### config.mk
export PLATFORM = sky130hd
export DESIGN_NAME = control_sequencer
export DESIGN_NICKNAME = d
export VERILOG_FILES = /design/src/rtl/control_sequencer.sv
export SDC_FILE = /design/constraint.sdc
export NUM_CORES = 1
export LEC_CHECK = 0
export ABC_AREA = 1
export CAP_MARGIN = 20
export CORE_AREA = 5 5 59 56
export CTS_CLUSTER_DIAMETER = 200
export DETAILED_ROUTE_END_ITERATION = 7
export DIE_AREA = 0 0 64 61
export PLACE_DENSITY = 0.86
export SETUP_SLACK_MARGIN = 0.02
export SLEW_MARGIN = 15
export SYNTH_ARGS = -nofsm -noshare
export SYNTH_HDL_FRONTEND = slang
export SYNTH_SLANG_ARGS = --single-unit
### constraint.sdc
create_clock -name clk -period 1.54 [get_ports clk]
set_input_delay 0.308 -clock clk [delete_from_list [all_inputs] [get_ports clk]]
set_output_delay 0.308 -clock clk [all_outputs]
set_load 0.02 [all_outputs]
### src/rtl/control_sequencer.sv
`default_nettype none
// ============================================================================
// Module   : control_sequencer
// Brief    : Timing and control unit for a basic-computer datapath. Steps a
//            T0..T6 sequence counter and decodes the datapath strobes.
// Revision : 1.0
// ============================================================================
module control_sequencer #(
  parameter bit START_ON_RESET = 1'b0
) (
  input  logic        clk,
  input  logic        reset,
  input  logic        start,
  input  logic [15:0] instruction,
  input  logic        E_carryout,
  input  logic        ac_zero,
  input  logic        ac_neg,
  input  logic        dr_zero,
  output logic [2:0]  bus_selects,
  output logic [2:0]  op_select,
  output logic        load_ar,
  output logic        increment_ar,
  output logic        load_pc,
  output logic        increment_pc,
  output logic        load_ir,
  output logic        load_dr,
  output logic        increment_dr,
  output logic        load_ac,
  output logic        reset_ac,
  output logic        increment_ac,
  output logic        load_co,
  output logic        reset_co,
  output logic        increment_co,
  output logic        write_enable,
  output logic [3:0]  sc,
  output logic        halted,
  output logic        busy
);

  typedef enum logic [1:0] {
    ST_IDLE = 2'd0,
    ST_RUN  = 2'd1,
    ST_HALT = 2'd2
  } state_t;

  localparam state_t RESET_STATE = START_ON_RESET ? ST_RUN : ST_IDLE;

  localparam logic [2:0] BUS_NONE = 3'd0;
  localparam logic [2:0] BUS_AR   = 3'd1;
  localparam logic [2:0] BUS_PC   = 3'd2;
  localparam logic [2:0] BUS_DR   = 3'd3;
  localparam logic [2:0] BUS_AC   = 3'd4;
  localparam logic [2:0] BUS_IR   = 3'd5;
  localparam logic [2:0] BUS_MEM  = 3'd7;

  localparam logic [2:0] ALU_AND     = 3'b000;
  localparam logic [2:0] ALU_ADD     = 3'b001;
  localparam logic [2:0] ALU_PASS_DR = 3'b010;
  localparam logic [2:0] ALU_CMA     = 3'b011;
  localparam logic [2:0] ALU_CIR     = 3'b100;
  localparam logic [2:0] ALU_CIL     = 3'b101;

  localparam logic [2:0] OPC_AND = 3'd0;
  localparam logic [2:0] OPC_ADD = 3'd1;
  localparam logic [2:0] OPC_LDA = 3'd2;
  localparam logic [2:0] OPC_STA = 3'd3;
  localparam logic [2:0] OPC_BUN = 3'd4;
  localparam logic [2:0] OPC_BSA = 3'd5;
  localparam logic [2:0] OPC_ISZ = 3'd6;
  localparam logic [2:0] OPC_REG = 3'd7;

  localparam logic [3:0] T0 = 4'd0;
  localparam logic [3:0] T1 = 4'd1;
  localparam logic [3:0] T2 = 4'd2;
  localparam logic [3:0] T3 = 4'd3;
  localparam logic [3:0] T4 = 4'd4;
  localparam logic [3:0] T5 = 4'd5;
  localparam logic [3:0] T6 = 4'd6;

  state_t      state_q, state_d;
  logic [3:0]  sc_q, sc_d;
  logic        i_q, i_d;
  logic [2:0]  opcode;

  assign opcode = instruction[14:12];
  assign sc     = sc_q;
  assign busy   = (state_q == ST_RUN);
  assign halted = (state_q == ST_HALT);

  always_ff @(posedge clk) begin
    if (reset) begin
      state_q <= RESET_STATE;
      sc_q    <= T0;
      i_q     <= 1'b0;
    end else begin
      state_q <= state_d;
      sc_q    <= sc_d;
      i_q     <= i_d;
    end
  end

  // Reset masks the whole decode so no strobe fires in the cycle reset is seen.
  always_comb begin
    state_d      = state_q;
    sc_d         = sc_q;
    i_d          = i_q;
    bus_selects  = BUS_NONE;
    op_select    = ALU_AND;
    load_ar      = 1'b0;
    increment_ar = 1'b0;
    load_pc      = 1'b0;
    increment_pc = 1'b0;
    load_ir      = 1'b0;
    load_dr      = 1'b0;
    increment_dr = 1'b0;
    load_ac      = 1'b0;
    reset_ac     = 1'b0;
    increment_ac = 1'b0;
    load_co      = 1'b0;
    reset_co     = 1'b0;
    increment_co = 1'b0;
    write_enable = 1'b0;

    if (!reset) begin
      case (state_q)
        ST_IDLE: begin
          sc_d = T0;
          if (start) begin
            state_d = ST_RUN;
          end
        end

        ST_HALT: begin
          sc_d = T0;
        end

        ST_RUN: begin
          sc_d = sc_q + 4'd1;
          case (sc_q)
            T0: begin
              bus_selects = BUS_PC;
              load_ar     = 1'b1;
            end
            T1: begin
              bus_selects  = BUS_MEM;
              load_ir      = 1'b1;
              increment_pc = 1'b1;
            end
            T2: begin
              bus_selects = BUS_IR;
              load_ar     = 1'b1;
              i_d         = instruction[15];
            end
            T3: begin
              if (opcode == OPC_REG) begin
                sc_d = T0;
                // Register-reference: only the most significant set bit acts.
                if (!i_q) begin
                  casez (instruction[11:0])
                    12'b1???_????_????: reset_ac = 1'b1;
                    12'b01??_????_????: reset_co = 1'b1;
                    12'b001?_????_????: begin
                      op_select = ALU_CMA;
                      load_ac   = 1'b1;
                    end
                    12'b0001_????_????: increment_co = 1'b1;
                    12'b0000_1???_????: begin
                      op_select = ALU_CIR;
                      load_ac   = 1'b1;
                      load_co   = 1'b1;
                    end
                    12'b0000_01??_????: begin
                      op_select = ALU_CIL;
                      load_ac   = 1'b1;
                      load_co   = 1'b1;
                    end
                    12'b0000_001?_????: increment_ac = 1'b1;
                    12'b0000_0001_????: increment_pc = ~ac_neg;
                    12'b0000_0000_1???: increment_pc = ac_neg;
                    12'b0000_0000_01??: increment_pc = ac_zero;
                    12'b0000_0000_001?: increment_pc = ~E_carryout;
                    12'b0000_0000_0001: state_d = ST_HALT;
                    default: begin
                    end
                  endcase
                end
              end else if (i_q) begin
                bus_selects = BUS_MEM;
                load_ar     = 1'b1;
              end
            end
            T4: begin
              case (opcode)
                OPC_AND, OPC_ADD, OPC_LDA, OPC_ISZ: begin
                  bus_selects = BUS_MEM;
                  load_dr     = 1'b1;
                end
                OPC_STA: begin
                  bus_selects  = BUS_AC;
                  write_enable = 1'b1;
                  sc_d         = T0;
                end
                OPC_BUN: begin
                  bus_selects = BUS_AR;
                  load_pc     = 1'b1;
                  sc_d        = T0;
                end
                OPC_BSA: begin
                  bus_selects  = BUS_PC;
                  write_enable = 1'b1;
                  increment_ar = 1'b1;
                end
                default: sc_d = T0;
              endcase
            end
            T5: begin
              sc_d = T0;
              case (opcode)
                OPC_AND: begin
                  op_select = ALU_AND;
                  load_ac   = 1'b1;
                end
                OPC_ADD: begin
                  op_select = ALU_ADD;
                  load_ac   = 1'b1;
                  load_co   = 1'b1;
                end
                OPC_LDA: begin
                  op_select = ALU_PASS_DR;
                  load_ac   = 1'b1;
                end
                OPC_BSA: begin
                  bus_selects = BUS_AR;
                  load_pc     = 1'b1;
                end
                OPC_ISZ: begin
                  increment_dr = 1'b1;
                  sc_d         = T6;
                end
                default: begin
                end
              endcase
            end
            T6: begin
              sc_d = T0;
              if (opcode == OPC_ISZ) begin
                bus_selects  = BUS_DR;
                write_enable = 1'b1;
                increment_pc = dr_zero;
              end
            end
            default: sc_d = T0;
          endcase
        end

        default: begin
          state_d = ST_IDLE;
          sc_d    = T0;
        end
      endcase
    end
  end

endmodule
`default_nettype wire

==> impl_metrics.tcl, run 1 <==
set metrics [dict create \
    grt_worst_setup_endpoint "bus_selects[0]" \
    die_w_um 64 \
    cts-root-buf "clkbuf_4" \
    io_pins 49 \
    synth_area_leaders "nand2_1 16%, dfxtp_1 14%, nor2_1 13%, ha_1 9.8%, nand3_1 8.9%" \
    ys_warn_count 0 \
    start_util 0.386 \
    netlist.area_leader.share 0.159 \
    die_y_um 61 \
    yosysSeqAreaShare 0.138 \
    synth_cell_type_count 27 \
    io_buffer_count 48 \
    cts.sinks 7 \
    syn_nets 214 \
    ys_ff_latch 7 \
    syn_inst 183 \
    error "[ERROR DPL-0038] Utilization greater than 100%, impossible to legalize" \
    yosysTopAreaCell "nand2_1" \
    status "did not finish" \
    gp_congestion 0.858 \
    cts_hold_buf 0 \
    dp_hpwl_um 3240 \
    h-tree-depth 1 \
    rows 18 \
    synth_ff_type "dfxtp_1" \
    ys_async_sr_fraction 0 \
    synth_area_um2 1020 \
    syn_area_per_cell_um2 5.56 \
    synth_edf_count 0 \
    grt_max_degree 7 \
    clk_path_buf_depth 2 \
    cts_made_buffers 3 \
    worst_path_end_type "top-level output" \
    haltStage "5_1_grt" \
    place_ws_ns -1.13 \
]
==> cells in the mapped netlist, types with 2 or more instances <==
cell type	instances
inv_1	23
nand4_1	2
nand3_1	18
xor2_1	2
nand3_2	2
nor2_4	4
a21oi_1	6
nor3_1	8
nand2_1	43
nor2_1	36
ha_1	8
o21ai_1	3
dfxtp_1	7
inv_2	6
nand2_2	2
nor2_2	2
==> cells by family after synthesis <==
family,synth area share
AND/OR/NAND/NOR,0.539
buffers and inverters,0.123
AO/OA/AOI/OAI,0.0849
adder cells (fa/ha/maj),0.0984
flip-flops,0.138
XOR/XNOR,0.0172
==> repair_timing <==
| item | in CTS |
|---|---|
| resized for setup | 190 |
| pin swaps | 30 |
| cloned | 1 |
| setup endpoints to repair | 32 |
| setup buffers | 12 |
==> per-stage QoR <==
stage	area, µm²	cells
detailed placement	2110	303
floorplan	1270	183
global placement	2110	303
CTS	2460	320
==> run 2: changes to the inputs <==
--- a/config.mk
+++ b/config.mk
@@ -7,12 +7,10 @@
 export LEC_CHECK = 0
 export ABC_AREA = 1
 export CAP_MARGIN = 20
-export CORE_AREA = 5 5 59 56
-export CTS_CLUSTER_DIAMETER = 200
+export CORE_AREA = 5 5 66 68
 export DETAILED_ROUTE_END_ITERATION = 7
-export DIE_AREA = 0 0 64 61
-export PLACE_DENSITY = 0.86
-export SETUP_SLACK_MARGIN = 0.02
+export DIE_AREA = 0 0 71 73
+export PLACE_DENSITY_LB_ADDON = 0.15
 export SLEW_MARGIN = 15
 export SYNTH_ARGS = -nofsm -noshare
 export SYNTH_HDL_FRONTEND = slang
==> impl_metrics.tcl, run 2 <==
set metrics [dict create \
    worstSetupStartpointType "register" \
    ant_nets 0 \
    start_util 0.268 \
    synthSimpleGateAreaFrac 0.539 \
    first_pass_iters 4 \
    r2r-end "sc[3]" \
    grt_max_degree 9 \
    wire_per_inst_um 10.9 \
    syn_inst 183 \
    setup_viol 20 \
    fin_cells 345 \
    status "complete, but fails checks" \
    arrival_ns 1.52 \
    ys_ff_latch 7 \
    cts_tree "built" \
    power_leakage_nw 1.14 \
    violations "negative setup slack" \
    die_w_um 71 \
    synth_mux_area_frac 0 \
    clk_latency_ns 0.23 \
    h-tree-depth 1 \
    cp-end-kind "output pin" \
    synth_area_um2 1020 \
    clk_path_buf_depth 2 \
    ys_warn_count 0 \
    r2r-start "sc[0]" \
    drt_wl_total_um 3770 \
    fp.dieArea_um2 5180 \
    cp-endpoint "bus_selects[0]" \
    crit_fanout 4 \
    finalCritPeriodShare 1.19 \
    syn_nets 214 \
    cts_hold_buf 0 \
    route.detailed.drc 0 \
    grt_pass1_vias 1476 \
    vias 1524 \
    io_pins 49 \
    netlist.area_leader.share 0.159 \
    ys_async_sr_fraction 0 \
    rows 23 \
    setup_slack_ns -0.287 \
    die_y_um 73 \
    synth_top_family_by_area "simple AND/OR/NAND/NOR gates" \
    power_w 0.000817 \
    synth_xor_xnor_area_share 0.0172 \
    cp-startpoint "sc[0]" \
    mostFrequentLayoutCells "59 x buf_4, 35 x nand2_1, 22 x buf_6, 19 x nor2_4, 18 x inv_1" \
    drive_above_1_share 0.576 \
    io_buffer_count 48 \
    cts-root-buf "clkbuf_8" \
    synth_cell_type_count 27 \
    area_growth_pct 145 \
    synth_common_cells "43 x nand2_1, 36 x nor2_1, 23 x inv_1, 18 x nand3_1" \
    ir_drop_uv 320 \
    dp_cells 328 \
    p_per_area_nw_per_um2 329 \
    yosysSeqAreaShare 0.138 \
    period_minus_slack_ns 1.83 \
    rsz0062_at_grt "yes" \
    worst_ep_required_time_ns 1.23 \
    clkTransAtPathRegs_ns 0.04 \
    drtIter0Drc 37 \
    dp_hpwl_um 2910 \
    final_hold_viol_count 0 \
    hp-class "register to register" \
    synth_adder_area_share 0.0984 \
    cap_viol_max_count 0 \
    num_antenna_cells 0 \
    synth_compound_area_frac 0.0849 \
    cts_made_buffers 3 \
    drv_slew 0 \
    holdCritStartpoint "i_q" \
    synth.most_common_cell "nand2_1" \
    nets 327 \
    grt_overflow 0 \
    gp_congestion 0.806 \
    synth_ff_type "dfxtp_1" \
    grt_pass1_wl_um 6400 \
    tightest_slew_ns 0.249 \
    final_common_cell "buf_4" \
    coreArea_um2 3800 \
    yosysTopAreaCell "nand2_1" \
    reg2reg_slack_ns 0.03 \
    synth_area_leaders "nand2_1 16%, dfxtp_1 14%, nor2_1 13%, ha_1 9.8%, nand3_1 8.9%" \
    largest_reg_flops 4 \
    timing.fmax_ghz 0.547 \
    holdWs_ns 0.516 \
    ff2ff_path_depth 10 \
    grt.total_usage 0.153 \
    syn_area_per_cell_um2 5.56 \
    crit_type "register to output pin" \
    clock_skew_ns 0.000835 \
    grt_antenna_before_repair 0 \
    synth_edf_count 0 \
    cts.sinks 7 \
    fin_tns_setup_ns -4.62 \
    slew_headroom 0.834 \
    avgViaCountPerCell 4.42 \
]
run 2: cell counts after synthesis:
No cell type changed its count.
run 2: cell families (layout without fill, tap and decap cells):
kind of cell	count (synthesis)	in the layout
buffers and inverters	31	143
adders and majority gates	8	8
xor gates and xnor gates	2	2
AOI/OAI and AO/OA	15	15
DFF	7	7
and+or+nand+nor	120	120
run 2: cell type report:
type                            count  area (µm²)
Tap cell                           50        62.6
Sequential cell                     7         154
Inverter                           29         121
Timing Repair Buffer              109         951
Clock buffer                        4        45.0
Multi-Input combinational cell    145        1150
Fill cell                         339        1310
Timing Repair inverter              1        3.75
run 2: repair_timing:
| item | CTS | global route |
|---|---|---|
| gates resized for setup | 178 | 27 |
| pin swaps | 30 | 17 |
| buffers inserted | 10 | 2 |
| cloned | 1 | 0 |
| endpoints found under the setup margin | 32 | 24 |
run 2: metrics by stage:
step / setup slack [ns] / cell area, µm² / util
floorplan: -0.110 / 1200 / -
global placement: -1.10 / 2090 / 0.551
detailed placement: -1.13 / 2090 / 0.551
CTS: -0.342 / 2380 / 0.625
global route: -0.373 / 2490 / 0.655
finish: -0.287 / 2490 / 0.655
run 2: critical path, cell delays in order, from the launching register on:
cell and delay (ns):
dfxtp_4 0.36, buf_6 0.12, ha_4 0.16, nand3_4 0.12
nor2_4 0.05, nor2_4 0.14, nand3_2 0.10, nand2_2 0.08
nor2_4 0.04, buf_6 0.12
run 2: worst min-delay path by stage:
stage                      to  slack (ns)  depth (start not counted)
after floorplan           i_q        0.38                          1
after global placement    i_q        0.50                          2
after detailed placement  i_q        0.50                          2
after CTS                 i_q        0.50                          2
after global routing      i_q        0.52                          2
final                     i_q        0.52                          2
run 2: report_power, final:
part	internal (W)	total, W	switching [W]
sequential	0.000184	0.000190	0.00000637
clock	0.000180	0.000267	0.0000872
combinational	0.000186	0.000361	0.000174
total	0.000549	0.000817	0.000268
run 2: routing by layer:
layer | up-vias | share of wire | GRT usage
met1 | 686 | 0.44 | 0.189
met4 | 0 | 0.012 | 0.0438
met5 | - | 0 | 0
met2 | 26 | 0.51 | 0.277
li1 | 807 | - | -
met3 | 5 | 0.038 | 0.0179
(Power assumes the default switching activity.)
==> run 3: changes to the inputs <==
--- a/config.mk
+++ b/config.mk
@@ -5,11 +5,11 @@
 export SDC_FILE = /design/constraint.sdc
 export NUM_CORES = 1
 export LEC_CHECK = 0
-export ABC_AREA = 1
 export CAP_MARGIN = 20
 export CORE_AREA = 5 5 66 68
 export DETAILED_ROUTE_END_ITERATION = 7
 export DIE_AREA = 0 0 71 73
+export HOLD_SLACK_MARGIN = 0.12
 export PLACE_DENSITY_LB_ADDON = 0.15
 export SLEW_MARGIN = 15
 export SYNTH_ARGS = -nofsm -noshare
==> impl_metrics.tcl, run 3 <==
set metrics [dict create \
    status "complete, but fails checks" \
    violations "negative setup slack" \
    cp-startpoint "reset" \
    synth_top_family_by_area "simple AND/OR/NAND/NOR gates" \
    synth_mux_area_frac 0.0107 \
    syn_inst 123 \
    grt_overflow 0 \
    cts-root-buf "clkbuf_8" \
    netlist.area_leader.share 0.150 \
    cts_made_buffers 3 \
    ys_warn_count 0 \
    arrival_ns 1.91 \
    power_w 0.000779 \
    area_growth_pct 144 \
    rows 23 \
    syn_area_per_cell_um2 7.61 \
    synthSimpleGateAreaFrac 0.413 \
    hp-class "input port to register" \
    setup_slack_ns -0.682 \
    cts_tree "built" \
    period_minus_slack_ns 2.22 \
    holdCritStartpoint "reset" \
    fin_cells 277 \
    die_w_um 71 \
    synth_xor_xnor_area_share 0.00936 \
    drive_above_1_share 0.617 \
    dp_hpwl_um 3090 \
    first_pass_iters 4 \
    clock_skew_ns 0.00820 \
    cap_viol_max_count 0 \
    syn_nets 154 \
    fill_cells 352 \
    clk_latency_ns 0.24 \
    setup_viol 26 \
    synth_edf_count 0 \
    grt_antenna_before_repair 0 \
    post-route-util 0.602 \
    tightest_slew_ns 0.484 \
    worst_ep_required_time_ns 1.23 \
    largest_reg_flops 4 \
    h-tree-depth 1 \
    final_common_cell "buf_4" \
    crit_fanout 4 \
    synth_ff_type "dfxtp_1" \
    ys_ff_latch 7 \
    synth_area_um2 936 \
    cts.sinks 7 \
    start_util 0.246 \
    p_per_area_nw_per_um2 340 \
    grt_max_degree 14 \
    ant_nets 0 \
    grt_pass1_wl_um 6630 \
    fp.dieArea_um2 5180 \
    yosysSeqAreaShare 0.150 \
    drv_slew 0 \
    io_buffer_count 48 \
    ir_drop_uv 691 \
    clk_path_buf_depth 2 \
    coreArea_um2 3800 \
    route.detailed.drc 0 \
    yosysTopAreaCell "dfxtp_1" \
    dp_cells 254 \
    nets 259 \
    slew_headroom 0.675 \
    wire_per_inst_um 14.2 \
    ys_async_sr_fraction 0 \
    crit_type "input port to output pin" \
    clkTransAtPathRegs_ns 0.05 \
    power_leakage_nw 0.950 \
    synth_common_cells "15 x nor2_1, 10 x a21oi_1, 8 x ha_1, 8 x nand2_1" \
    num_antenna_cells 0 \
    rsz0062_at_grt "yes" \
    die_y_um 73 \
    synth_compound_area_frac 0.257 \
    timing.fmax_ghz 0.450 \
    io_pins 49 \
    synth.most_common_cell "nor2_1" \
    place_ws_ns -1.36 \
    synth_cell_type_count 46 \
    drt_wl_total_um 3940 \
    whs_path_depth 3 \
    grt_pass1_vias 1408 \
    worstSetupStartpointType "input port" \
    cp-end-kind "output pin" \
    finalCritPeriodShare 1.44 \
    r2r-start "sc[1]" \
    synth_adder_area_share 0.107 \
    grt.total_usage 0.160 \
    final_hold_viol_count 0 \
    avgViaCountPerCell 4.81 \
    drtIter0Drc 32 \
    mostFrequentLayoutCells "51 x buf_4, 23 x buf_6, 12 x clkdlybuf4s50_1, 10 x nor2_1, 9 x dlygate4sd2_1" \
    vias 1332 \
    synth_area_leaders "dfxtp_1 15%, ha_1 11%, nor2_1 6.0%, a21oi_1 5.3%, nor4_4 4.5%" \
    ff2ff_path_depth 10 \
    gp_congestion 0.827 \
]
run 3: cell count changes in the layout (fill, tap and decap cells not counted), moves of 4 or more:
cell / before / now
buf_4: 59 / 51
inv_2: 8 / 1
inv_1: 18 / 4
nor2_4: 19 / 4
nand2_2: 8 / 1
nand3_2: 6 / 2
nor2_2: 8 / 1
nand2_1: 35 / 5
clkdlybuf4s50_1: 16 / 12
nor2_1: 15 / 10
nand3_1: 11 / 2
clkdlybuf4s15_1: 0 / 4
run 3: kinds of logic (layout without fill, tap and decap cells):
logic type,after synthesis,count (layout)
mux,1,1
compound gates,36,36
fa+ha+maj,8,8
flops,7,7
simple gates,59,59
xor+xnor,1,1
buf+inv,11,115
run 3: worst paths after layout:
| path | slack, ns | endpoint |
|---|---|---|
| max | -0.68 | load_co |
| min | 0.50 | i_q |
| max reg2reg | -0.45 | sc[2] |
| min reg2reg | 0.53 | state_q[0] |
run 3: metrics by stage:
step	hold WS, ns	setup TNS (ns)	instance area (µm²)
floorplan	0.380	-4.93	1100
finish	0.500	-13.01	2290
CTS	0.504	-13.79	2230
global route	0.510	-15.54	2290
detailed placement	0.522	-26.62	1890
global placement	0.522	-25.39	1890
run 3: what timing repair did:
action | in CTS | in global routing
resized for setup | 181 | 11
setup buffers | 15 | 5
pin swaps | 21 | 13
hold buffers | 0 | 0
cloned | 0 | 0
endpoints found under the setup margin | 32 | 30
hold endpoints to repair | 0 | 0
run 3: layer usage:
metal	vias to the layer above	share of wire	track usage
li1	666	-	-
met1	632	0.41	0.181
met3	6	0.039	0.0275
met2	28	0.54	0.302
met5	-	0	0
met4	0	0.013	0.0501
run 3: final cells by class:
class	instances	area (µm²)	area share
Multi-Input combinational cell	105	1050	0.460
Clock buffer	3	41.3	0.0181
Sequential cell	7	153	0.0667
Timing Repair Buffer	104	942	0.412
Tap cell	50	62.6	0.0274
Clock inverter	1	5.00	0.00219
Inverter	7	31.3	0.0137
run 3: power by group:
group / switching [W] / leakage [nW] / internal, W / total [W]
sequential: 0.00000349 / 0.0597 / 0.000183 / 0.000186
combinational: 0.000148 / 0.865 / 0.000176 / 0.000324
clock: 0.0000924 / 0.0255 / 0.000176 / 0.000268
total: 0.000244 / 0.950 / 0.000534 / 0.000779
run 3: worst max-delay path: stages:
cell and delay (ns):
dlygate4sd2_1 0.25, or3b_4 0.43, nor4_4 0.37, o2111ai_2 0.19, buf_4 0.18, o21ai_2 0.06, buf_6 0.13
